`src/rtl/hnf_link_txrsp_pack_pkg.sv`:
```
// hnf_link_txrsp_pack_pkg
//   Shared definitions for the HN-F TXRSP link packer: CHI-E RSP flit field
//   widths and layout, RSP opcodes, the L-credit counter width, the credit
//   return FSM state encodings and the legal-opcode check.
//   No ports.
package hnf_link_txrsp_pack_pkg;

   localparam int RSP_QOS_W      = 4;
   localparam int RSP_NID_W      = 11;
   localparam int RSP_TXNID_W    = 12;
   localparam int RSP_OPCODE_W   = 5;
   localparam int RSP_RESPERR_W  = 2;
   localparam int RSP_RESP_W     = 3;
   localparam int RSP_FWDSTATE_W = 3;
   localparam int RSP_CBUSY_W    = 3;
   localparam int RSP_DBID_W     = 12;
   localparam int RSP_PCRDTYPE_W = 4;
   localparam int RSP_TAGOP_W    = 2;
   localparam int RSP_TRACETAG_W = 1;
   localparam int RSP_FLIT_W     = 73;

   localparam int LCRD_RSP_CNT_W = 4;

   // Field order is MSB first; QOS sits in the LSBs of the flit.
   typedef struct packed {
      logic [RSP_TRACETAG_W-1:0] tracetag;
      logic [RSP_TAGOP_W-1:0]    tagop;
      logic [RSP_PCRDTYPE_W-1:0] pcrdtype;
      logic [RSP_DBID_W-1:0]     dbid;
      logic [RSP_CBUSY_W-1:0]    cbusy;
      logic [RSP_FWDSTATE_W-1:0] fwdstate;
      logic [RSP_RESP_W-1:0]     resp;
      logic [RSP_RESPERR_W-1:0]  resperr;
      logic [RSP_OPCODE_W-1:0]   opcode;
      logic [RSP_TXNID_W-1:0]    txnid;
      logic [RSP_NID_W-1:0]      srcid;
      logic [RSP_NID_W-1:0]      tgtid;
      logic [RSP_QOS_W-1:0]      qos;
   } rsp_flit_t;

   localparam logic [RSP_OPCODE_W-1:0] CHIE_RSPLCRDRETURN = 5'h00;
   localparam logic [RSP_OPCODE_W-1:0] CHIE_RETRYACK      = 5'h03;
   localparam logic [RSP_OPCODE_W-1:0] CHIE_COMP          = 5'h04;
   localparam logic [RSP_OPCODE_W-1:0] CHIE_COMPDBIDRESP  = 5'h05;
   localparam logic [RSP_OPCODE_W-1:0] CHIE_DBIDRESP      = 5'h06;
   localparam logic [RSP_OPCODE_W-1:0] CHIE_PCRDGRANT     = 5'h07;
   localparam logic [RSP_OPCODE_W-1:0] CHIE_READRECEIPT   = 5'h08;

   typedef enum logic [1:0] {
      HNF_TXRSP_ST_IDLE   = 2'd0,
      HNF_TXRSP_ST_RETURN = 2'd1,
      HNF_TXRSP_ST_DONE   = 2'd2
   } txrsp_st_e;

   // Opcodes the MSHR is allowed to hand to this packer.
   function automatic logic rsp_opcode_legal(input logic [RSP_OPCODE_W-1:0] opc);
      case (opc)
         CHIE_COMP, CHIE_DBIDRESP, CHIE_COMPDBIDRESP,
         CHIE_RETRYACK, CHIE_PCRDGRANT, CHIE_READRECEIPT: return 1'b1;
         default:                                         return 1'b0;
      endcase
   endfunction

endpackage

```
`src/rtl/hnf_link_txrsp_pack_lcrd_cnt.sv`:
```
// hnf_lcrd_cnt
//   Saturating up/down L-credit counter with a zero flag, shared by the
//   TXRSP/TXDAT/TXSNP packers.
//   clk, rst (async, active-high)
//   inc      : one credit granted this cycle
//   dec      : one credit consumed this cycle (only while cnt != 0)
//   cnt      : credits held
//   zero     : cnt == 0
//   sat_err  : grant arrived at MAX with no consume; the grant is dropped
module hnf_lcrd_cnt #(
   parameter int MAX = 15,
   parameter int W   = 4
) (
   input  logic         clk,
   input  logic         rst,
   input  logic         inc,
   input  logic         dec,
   output logic [W-1:0] cnt,
   output logic         zero,
   output logic         sat_err
);

   logic [W-1:0] cnt_nxt;

   assign zero    = (cnt == '0);
   assign sat_err = inc & ~dec & (cnt == W'(MAX));

   always_comb begin
      cnt_nxt = cnt;
      case ({inc, dec})
         2'b10:   if (!sat_err) cnt_nxt = cnt + 1'b1;
         2'b01:   if (!zero)    cnt_nxt = cnt - 1'b1;
         default: cnt_nxt = cnt;
      endcase
   end

   always_ff @(posedge clk or posedge rst) begin
      if (rst) cnt <= '0;
      else     cnt <= cnt_nxt;
   end

endmodule

```
`src/rtl/hnf_link_txrsp_pack.sv`:
```
// hnf_link_txrsp_pack
//   HN-F TXRSP link layer: packs one MSHR response per cycle into a CHI-E RSP
//   flit, drives flitpend (s0) / flitv + flit (s1), and only sends while an
//   L-credit is held.
//   clk, rst (async, active-high)
//   txrsp_lcrdv                 : L-credit grant from the XP
//   txrspflitpend/flitv/flit    : link TX side, flit is zero when flitv=0
//   mshr_txrsp_*_s0             : response request and fields from the MSHR
//   txrsp_mshr_ready_s0         : request accepted when valid
//   txrsp_crd_cnt               : credits held
//   txrsp_crd_return_req/done   : only with HNF_TXRSP_LCRD_RETURN_EN; hands
//                                 every held credit back as RespLCrdReturn
//   DISPLAY_FATAL enables simulation stops on credit overflow / bad opcode.
module hnf_link_txrsp_pack
   import hnf_link_txrsp_pack_pkg::*;
#(
   parameter int HNF_NID_PARAM     = 0,
   parameter int XP_LCRD_NUM_PARAM = 15
) (
   input  logic                      clk,
   input  logic                      rst,
   input  logic                      txrsp_lcrdv,
   output logic                      txrspflitpend,
   output logic                      txrspflitv,
   output logic [RSP_FLIT_W-1:0]     txrspflit,
   input  logic                      mshr_txrsp_valid_s0,
   input  logic [RSP_NID_W-1:0]      mshr_txrsp_tgtid_s0,
   input  logic [RSP_TXNID_W-1:0]    mshr_txrsp_txnid_s0,
   input  logic [RSP_OPCODE_W-1:0]   mshr_txrsp_opcode_s0,
   input  logic [RSP_RESP_W-1:0]     mshr_txrsp_resp_s0,
   input  logic [RSP_DBID_W-1:0]     mshr_txrsp_dbid_s0,
   input  logic [RSP_PCRDTYPE_W-1:0] mshr_txrsp_pcrdtype_s0,
   output logic                      txrsp_mshr_ready_s0,
   output logic [LCRD_RSP_CNT_W-1:0] txrsp_crd_cnt
`ifdef HNF_TXRSP_LCRD_RETURN_EN
   ,
   input  logic                      txrsp_crd_return_req,
   output logic                      txrsp_crd_return_done
`endif
);

   logic       crd_zero;
   logic       crd_sat_err;
   logic       accept_s0;
   logic       ret_send_s0;
   logic       send_s0;
   logic       opc_err;
   rsp_flit_t  flit_s0;

`ifdef HNF_TXRSP_LCRD_RETURN_EN
   txrsp_st_e  state, state_nxt;

   always_ff @(posedge clk or posedge rst) begin
      if (rst) state <= HNF_TXRSP_ST_IDLE;
      else     state <= state_nxt;
   end

   always_comb begin
      state_nxt = state;
      case (state)
         HNF_TXRSP_ST_IDLE:
            if (txrsp_crd_return_req) state_nxt = HNF_TXRSP_ST_RETURN;
         HNF_TXRSP_ST_RETURN:
            // Dropping req abandons the return; remaining credits stay usable.
            if (!txrsp_crd_return_req)         state_nxt = HNF_TXRSP_ST_IDLE;
            else if (crd_zero && !txrsp_lcrdv) state_nxt = HNF_TXRSP_ST_DONE;
         HNF_TXRSP_ST_DONE:
            if (!txrsp_crd_return_req) state_nxt = HNF_TXRSP_ST_IDLE;
            else if (txrsp_lcrdv)      state_nxt = HNF_TXRSP_ST_RETURN;
         default: state_nxt = HNF_TXRSP_ST_IDLE;
      endcase
   end

   always_comb begin
      // req blocks accepts combinationally in the cycle it first rises.
      txrsp_mshr_ready_s0   = ~crd_zero & (state == HNF_TXRSP_ST_IDLE) & ~txrsp_crd_return_req;
      ret_send_s0           = ~crd_zero & (state == HNF_TXRSP_ST_RETURN);
      txrsp_crd_return_done = (state == HNF_TXRSP_ST_DONE);
   end
`else
   assign txrsp_mshr_ready_s0 = ~crd_zero;
   assign ret_send_s0         = 1'b0;
`endif

   assign accept_s0     = mshr_txrsp_valid_s0 & txrsp_mshr_ready_s0;
   assign send_s0       = accept_s0 | ret_send_s0;
   assign txrspflitpend = send_s0;
   assign opc_err       = mshr_txrsp_valid_s0 & ~rsp_opcode_legal(mshr_txrsp_opcode_s0);

   // Accept and credit return are mutually exclusive (accept needs IDLE).
   always_comb begin
      flit_s0       = '0;
      flit_s0.srcid = RSP_NID_W'(HNF_NID_PARAM);
      if (ret_send_s0) begin
         flit_s0.opcode = CHIE_RSPLCRDRETURN;
      end else begin
         flit_s0.tgtid    = mshr_txrsp_tgtid_s0;
         flit_s0.txnid    = mshr_txrsp_txnid_s0;
         flit_s0.opcode   = mshr_txrsp_opcode_s0;
         flit_s0.resp     = mshr_txrsp_resp_s0;
         flit_s0.dbid     = mshr_txrsp_dbid_s0;
         flit_s0.pcrdtype = mshr_txrsp_pcrdtype_s0;
      end
   end

   always_ff @(posedge clk or posedge rst) begin
      if (rst) begin
         txrspflitv <= 1'b0;
         txrspflit  <= '0;
      end else begin
         txrspflitv <= send_s0;
         txrspflit  <= send_s0 ? flit_s0 : '0;
      end
   end

   // Registered count means a grant is only usable the cycle after it lands.
   hnf_lcrd_cnt #(
      .MAX (XP_LCRD_NUM_PARAM),
      .W   (LCRD_RSP_CNT_W)
   ) u_crd (
      .clk     (clk),
      .rst     (rst),
      .inc     (txrsp_lcrdv),
      .dec     (send_s0),
      .cnt     (txrsp_crd_cnt),
      .zero    (crd_zero),
      .sat_err (crd_sat_err)
   );

`ifdef DISPLAY_FATAL
   always_ff @(posedge clk) begin
      if (!rst && crd_sat_err) $fatal(1, "hnf_link_txrsp_pack: L-credit grant beyond max");
      if (!rst && opc_err)     $fatal(1, "hnf_link_txrsp_pack: unsupported RSP opcode %0h", mshr_txrsp_opcode_s0);
   end
`endif

endmodule

```
`config.mk`:
```
export PLATFORM = sky130hd
export DESIGN_NAME = hnf_link_txrsp_pack
export DESIGN_NICKNAME = d
export VERILOG_FILES = /design/src/rtl/hnf_link_txrsp_pack_pkg.sv /design/src/rtl/hnf_link_txrsp_pack_lcrd_cnt.sv /design/src/rtl/hnf_link_txrsp_pack.sv
export SDC_FILE = /design/constraint.sdc
export NUM_CORES = 1
export LEC_CHECK = 0
export ABC_AREA = 1
export CAP_MARGIN = 30
export CORE_MARGIN = 4
export CORE_UTILIZATION = 33
export CTS_BUF_LIST = sky130_fd_sc_hd__clkbuf_16
export CTS_CLUSTER_SIZE = 10
export DETAILED_ROUTE_END_ITERATION = 12
export PLACE_DENSITY_LB_ADDON = 0.12
export SYNTH_ARGS = -nofsm -noshare
export SYNTH_HDL_FRONTEND = slang
export SYNTH_SLANG_ARGS = --single-unit
```
`constraint.sdc`:
```
create_clock -name clk -period 1.65 [get_ports clk]
set_input_delay 0.33 -clock clk [delete_from_list [all_inputs] [get_ports clk]]
set_output_delay 0.33 -clock clk [all_outputs]
set_load 0.01 [all_outputs]
```
# After elaboration in Yosys (flattened, before gate mapping)
# Index checks and enable logic that the tools add are counted.
# classes
mux	4
n_reduce_logical	3
n_addsub	2
n_bitwise	5
n_eq_ne	5
# op_table
op	count
2-to-1 mux 70 bit	1
2-to-1 mux 4 bit	2
case mux 4 bit (2 select lines)	1
adder 4 x 1 -> 4 bit, second input constant	1
== test 4 bit, second input constant	1
logical NOT 4 bit	1
!= test 2 bit, second input constant	2
subtractor 4 x 1 -> 4 bit, second input constant	1
bitwise AND 1 bit	3
AND reduction 3 bit	1
== test 2 x 1 -> 1 bit, second input constant	1
== test 2 bit, second input constant	1
inverter 1 bit	2
nonzero test 2 bit	1
# totals
reg_bits	75
wordCells	22
in_bits	51
output_inout_bits	80

# Depth between registers and ports, before layout
# Gate-level depths: netlist (run 1).
# depth
ltp_word	8
ltp_mapped	11
mapped_depth_nobuf	11

# Cells and area by module
# A second synthesis (run 1) with hierarchy kept.
# unflattened
cells_unflattened	228
hier_area_um2	2308.5
# by_module_without_submodules
module	area_each_um2	instances	seq_area_each_um2	cells_each
hnf_link_txrsp_pack	1974.4	1	1201.2	178
hnf_lcrd_cnt	334.1	1	100.1	50

# Worst setup path after synthesis (run 1)
# OpenSTA, ideal clock, no wires.
# synth_timing
kind	register -> output
from	register u_crd.cnt[0]
to	output port txrspflitpend
stages_incl_launch_ff	7
slack_ns	0.069
path_buffers	2
t_required_ns	1.320
t_arrival_ns	1.251
cell_sequence	dfrtp_1 -> nor2_2 -> nand2_4 -> nand2_1 -> buf_4 -> buf_2 -> inv_1
# synth_between
elab_chain_cells	3
# synth_lines
item	line_no	rtl
start, declared	hnf_link_txrsp_pack_lcrd_cnt.sv:18	output logic [W-1:0] cnt,
start signal, assigned	hnf_link_txrsp_pack_lcrd_cnt.sv:39	else cnt <= cnt_nxt;
logical NOT 4 bit	hnf_link_txrsp_pack_lcrd_cnt.sv:25	assign zero = (cnt == '0);
inverter 1 bit	hnf_link_txrsp_pack.sv:81	assign txrsp_mshr_ready_s0 = ~crd_zero;
net txrsp_mshr_ready_s0	hnf_link_txrsp_pack.sv:33	output logic txrsp_mshr_ready_s0,
bitwise AND 1 bit	hnf_link_txrsp_pack.sv:85	assign accept_s0 = mshr_txrsp_valid_s0 & txrsp_mshr_ready_s0;
end, declared	hnf_link_txrsp_pack.sv:23	output logic txrspflitpend,
# The timed path passes the listed nets, and every way through them passes these cells.

# Worst setup path in the final report (run 1)
# layout_timing
from	input port mshr_txrsp_valid_s0
to	register u_crd.cnt[2]
# layout_between
elab_chain_cells	6
elab_cells_between_ends	11
classes_between	4 x eq/ne; 1 x mux; 4 x bitwise; 2 x reduce/logical
# layout_lines
item	line_no	rtl
start, declared	hnf_link_txrsp_pack.sv:26	input logic mshr_txrsp_valid_s0,
bitwise AND 1 bit *	hnf_link_txrsp_pack.sv:85	
inverter 1 bit	hnf_link_txrsp_pack_lcrd_cnt.sv:26	assign sat_err = inc & ~dec & (cnt == W'(MAX));
bitwise AND 1 bit (2 in series)	hnf_link_txrsp_pack_lcrd_cnt.sv:26	
!= test 2 bit (no source line)	--	
AND reduction 3 bit (no source line)	--	
# Mark *: on every way between the ends. The rest lies on a longest branch, timed or not.
# A chain may end at the register's enable or synchronous reset.

==> results_dict.tcl, run 1 <==
set metrics [dict create \
    crit_path_cell_trace "clkdlybuf4s50_1, buf_6, nand4_1, nand2_1, inv_2, ha_1, inv_1, nand2_1, xor2_1, o21ai_1" \
    core_um2 6100 \
    status "complete, no violations" \
    yosys-top-cells-area "dfrtp_1, inv_1, buf_4, nor2_1, nand2_1" \
    clk_pin_slew_ns 0.06 \
    worstSetupEndpointType "register" \
    drt-total-wl_um 4890 \
    htree_levels 2 \
    rr_startpoint "u_crd.cnt[2]" \
    crit_arrival_ns 1.78 \
    max_freq_mhz 637 \
    period_needed_ns 1.57 \
    synth_commonest_cells "inv_1, dfrtp_1, nor2_1, buf_4, nand2_1" \
    drt_iter0_markers 19 \
    die_area_um2 7800 \
    area_growth_pct 60.8 \
    cts_hold_buf 0 \
    nNetsFinal 394 \
    synth_edf_count 0 \
    syn_area_um2 2130 \
    gr-usage-all-layers_pct 12.4 \
    fp-row-count 28 \
    setup_violations 0 \
    root_buffer "clkbuf_16" \
    dr.pass1.iters 4 \
    path_class "input port to register" \
    fin_crit_sh_pct 95.2 \
    power_density_nw_per_um2 1230 \
    synthCells 223 \
    antennaDiodeCount 0 \
    required_ns 1.86 \
    synth_ff_type "dfrtp_1" \
    worst-r2r-setup-slack_ns 0.17 \
    ys_types 20 \
    worstReg2RegEnd "txrspflit[54]" \
    grt_pass1_wl_um 7380 \
    fp.dieH_um 88.3 \
    slowest_stage "clkdlybuf4s50_1" \
    post-synth-top-count-cell "inv_1" \
    ant_nets 0 \
    synth_top_cell_by_area "dfrtp_1" \
    startpoint_type "input port" \
    fin_worst_skew_ns 0.00375 \
    rsz0062_at_grt "no" \
    crit_fanout 4 \
    clock-sinks 52 \
    worstRegToRegCells 6 \
    avgSynthCellArea_um2 9.54 \
    post_drt_wl_per_cell_um 11.7 \
    drc_errors 0 \
    synthArstFlopShare_pct 100 \
    post-dp-hpwl_um 3790 \
    numCtsBuffers 5 \
    clock_latency_ns 0.28 \
    fp.dieW_um 88.3 \
    cts_tree "built" \
    cp_slowest_stage_delay_ns 0.53 \
    clk_path_buf_depth 2 \
    crit_path_end "u_crd.cnt[2]" \
    dp_cells 409 \
    critPathLaunch "mshr_txrsp_valid_s0" \
    synth_seq_cells 52 \
    drv_slew 0 \
    p_leak_nw 1.82 \
    first_global_vias 1579 \
    grt_overflow 0 \
    ir_drop_v 0.000666 \
    grt_max_degree 41 \
    ys.warnings.count 0 \
    start_util_pct 34.9 \
    synth.top_cell.area_share_pct 61.1 \
    fin_tns_setup_ns 0 \
    io_buffers 104 \
    hold_path.class "input port to async pin" \
    antenna_found_initial 0 \
    gp_congestion 0.783 \
    ys_seq_area_share_pct 61.1 \
    dr_total_vias 1613 \
    drive_gt1_share_pct 9.33 \
    cp_common_cell "nand2_1" \
    maxCapViolCount 0 \
    viasPerCell 3.86 \
    stdcell_count 418 \
    pin_count 131 \
    hold_slack_ns 0.277 \
    hold_viol 0 \
]
## worst max-delay path: cells and delay by family
kind                     cells  cell delay (ns)
buffers and inverters        4             0.75
adder cells (fa/ha/maj)      1             0.16
XOR/XNOR                     1             0.15
AO/OA/AOI/OAI                1             0.10
AND/OR/NAND/NOR              3             0.29
## kinds of logic after synthesis
logic type	synth area share (%)
simple gates	15.0
other cells	0.176
compound gates	1.18
fa+ha+maj	0.588
flops	61.1
xor+xnor	1.23
buf+inv	20.7
## repair_timing
item	4_1_cts	5_1_grt
pin swaps	0	2
resized for setup	6	3
setup endpoints to repair	6	2
setup buffers	0	1
## cell usage in the layout (no fill, tap or decap), types with 2 or more instances in the layout
cell,instances
clkdlybuf4s50_1,98
inv_1,57
dfrtp_1,52
nor2_1,48
conb_1,26
nand2_1,11
buf_4,11
clkbuf_16,5
dlygate4sd2_1,5
nand2_2,4
nand4_1,3
nand3_1,3
xor2_1,3
nor2_2,2
inv_2,2
buf_12,2
## per-stage QoR
| step | util, % | total power, mW | setup slack [ns] | area [um2] |
|---|---|---|---|---|
| finish | 56.2 | 4.20 | 0.0799 | 3420 |
| detailed placement | 53.5 | 3.15 | -0.229 | 3260 |
| global route | 56.2 | 4.49 | 0.00889 | 3420 |
| CTS | 56.0 | 4.26 | -0.0441 | 3420 |
| floorplan | - | 2.33 | 0.0621 | 2220 |
| global placement | 53.5 | 3.14 | -0.222 | 3260 |
## per-layer routing
layer  GRT usage (%)  vias up  share of wire, %
li1                -      810                 -
met1            15.4      722                42
met4            3.30        0              0.51
met3            4.56        2                11
met2            20.3       79                47
met5               0        -                 0
## sequential cells by signal, summed over array words and instances, names as in the netlist
signal,cells
txrspflitv,1
txrspflit,47
u_crd.cnt,4
## worst min path at each step
stage | end | slack (ns) | cells after the start | start
after CTS | txrspflit[12] | 0.27 | 2 | rst
after floorplan | txrspflit[10] | 0.44 | 2 | mshr_txrsp_tgtid_s0[6]
after detailed placement | txrspflit[12] | 0.58 | 2 | rst
after global routing | u_crd.cnt[0] | 0.28 | 2 | rst
final | txrspflit[12] | 0.28 | 2 | rst
after global placement | txrspflit[12] | 0.58 | 2 | rst
## final cells by class
cell class | count | area (um2)
Clock buffer | 5 | 125
Fill cell | 598 | 2670
Tap cell | 75 | 93.8
Multi-Input combinational cell | 107 | 483
Inverter | 58 | 218
Timing Repair Buffer | 118 | 1160
Sequential cell | 52 | 1300
Clock inverter | 3 | 38.8
## where the power goes
part	internal, mW	total [mW]	switching, mW
Clock	0.707	1.13	0.420
Combinational	0.760	1.49	0.734
Sequential	1.50	1.58	0.0766
Note: power is estimated with default switching activity, not from simulation.
==> inputs of run 2 (changes only) <==
CTS_BUF_LIST = not set   (was sky130_fd_sc_hd__clkbuf_16)
==> run 2 against run 1 <==
Count of clock-buffer cells in the layout up 1; via count is 0.19% higher; first-iteration DRC count grew 5.3%; flip-flop and latch count stayed put; routed wire length increased by 0.16%; sequential share of layout area is 0.68 points higher; worst hold slack lost 0.014 ns; critical path type is now register to output port; largest cell class unchanged; setup slack got worse by 0.0064 ns.
==> results_dict.tcl, run 2 (synthesis gave the netlist of run 1 again) <==
set metrics [dict create \
    clk_path_buf_depth 2 \
    worst_slack_ns 0.0735 \
    setup_violations 0 \
    fp-row-count 28 \
    power_density_nw_per_um2 1160 \
    hold_path.class "input port to async pin" \
    ir_drop_v 0.000604 \
    drc_errors 0 \
    path_class "register to output port" \
    crit_arrival_ns 1.25 \
    worstRegToRegCells 6 \
    final_common_cell "clkdlybuf4s50_1" \
    worst-r2r-setup-slack_ns 0.16 \
    antenna_found_initial 0 \
    largest_reg_flops 47 \
    maxCapViolCount 0 \
    drive_gt1_share_pct 9.33 \
    clock_latency_ns 0.29 \
    top_register "txrspflit" \
    drv_slew 0 \
    worstReg2RegEnd "txrspflit[54]" \
    post_drt_wl_per_cell_um 11.7 \
    power.total_mw 3.91 \
    clk_pin_slew_ns 0.09 \
    dr_total_vias 1616 \
    root_buffer "clkbuf_8" \
    htree_levels 2 \
    drt-total-wl_um 4900 \
    pin_count 131 \
    mostFrequentLayoutCells "clkdlybuf4s50_1, inv_1, dfrtp_1" \
    start_util_pct 34.9 \
    gp_congestion 0.783 \
    post-dp-hpwl_um 3790 \
    rr_startpoint "u_crd.cnt[2]" \
    first_global_vias 1580 \
    fin_tns_setup_ns 0 \
    hold_slack_ns 0.263 \
    fin_crit_sh_pct 95.5 \
    numCtsBuffers 5 \
    die_area_um2 7800 \
    area_growth_pct 58.0 \
    gr-usage-all-layers_pct 12.4 \
    rsz0062_at_grt "no" \
    core_um2 6100 \
    fin_worst_skew_ns 0.00634 \
    viasPerCell 3.87 \
    io_buffers 104 \
    dp_worst_setup_slack_ns -0.229 \
    p_leak_nw 1.79 \
    worstSetupEndpointType "output port" \
    startpoint_type "register" \
    antennaDiodeCount 0 \
    fp.dieH_um 88.3 \
    max_freq_mhz 634 \
    required_ns 1.32 \
    nNetsFinal 394 \
    fp.dieW_um 88.3 \
    hold_viol 0 \
    cts_tree "built" \
    crit_path_end "txrsp_crd_cnt[2]" \
    clock-sinks 52 \
    status "complete, no violations" \
    critPathLaunch "u_crd.cnt[2]" \
    layout_top_registers "txrspflit x47, u_crd.cnt x4, txrspflitv x1" \
    dr.pass1.iters 6 \
    grt_pass1_wl_um 7420 \
    crit_fanout 6 \
    drt_iter0_markers 20 \
    grt_overflow 0 \
    grt_max_degree 41 \
    period_needed_ns 1.58 \
    ant_nets 0 \
]
==> run 2: changes by cell type in the layout (fill, tap and decap cells not counted), sizes merged <==
cell	before	now
clkbuf	6	7
inv	59	58
==> run 2: final cells by class <==
class / instances / area, um2
inverters: 58 / 218
repair buffers: 118 / 1160
multi-input cells: 107 / 483
fillers: 608 / 2730
clock inverters: 2 / 35.0
well taps: 75 / 93.8
flip-flops and latches: 52 / 1300
clock buffers: 6 / 72.6
==> run 2: worst min path at each step <==
stage | end | slack, ns | depth (start not counted)
floorplan | txrspflit[10] | 0.44 | 2
global placement | txrspflit[12] | 0.58 | 2
detailed placement | txrspflit[12] | 0.58 | 2
CTS | txrspflit[12] | 0.25 | 2
global route | u_crd.cnt[1] | 0.25 | 2
finish | txrspflit[12] | 0.26 | 2
==> run 2: metrics by stage <==
step	instance area, um2	cells	util, %
detailed placement	3260	409	53.5
global placement	3260	409	53.5
global route	3360	418	55.2
finish	3360	418	55.2
floorplan	2220	248	-
CTS	3360	417	55.1
==> run 2: timing repair <==
action | in CTS | in global routing
setup buffers | 0 | 1
hold buffers | 0 | 0
hold endpoints to repair | 0 | 0
resized for setup | 6 | 2
setup endpoints to repair | 6 | 2
pin swaps | 0 | 2
==> run 2: power breakdown <==
group          switching [mW]  total (mW)  internal (mW)  leakage, nW
Clock                   0.390       0.841          0.450       0.0552
Combinational           0.735        1.49          0.760         1.06
Sequential             0.0761        1.57           1.50        0.674
==> run 2: layer usage <==
metal	track usage [%]	vias up	share of wire (%)
li1	-	807	-
met1	15.5	727	42
met2	20.5	78	47
met3	4.10	4	10
met4	3.30	0	0.73
met5	0	-	0
==> run 2: worst max-delay path, stage by stage (launching register included) <==
cell	delay (ns)
dfrtp_1	0.40
buf_4	0.13
buf_4	0.14
dlygate4sd2_1	0.28
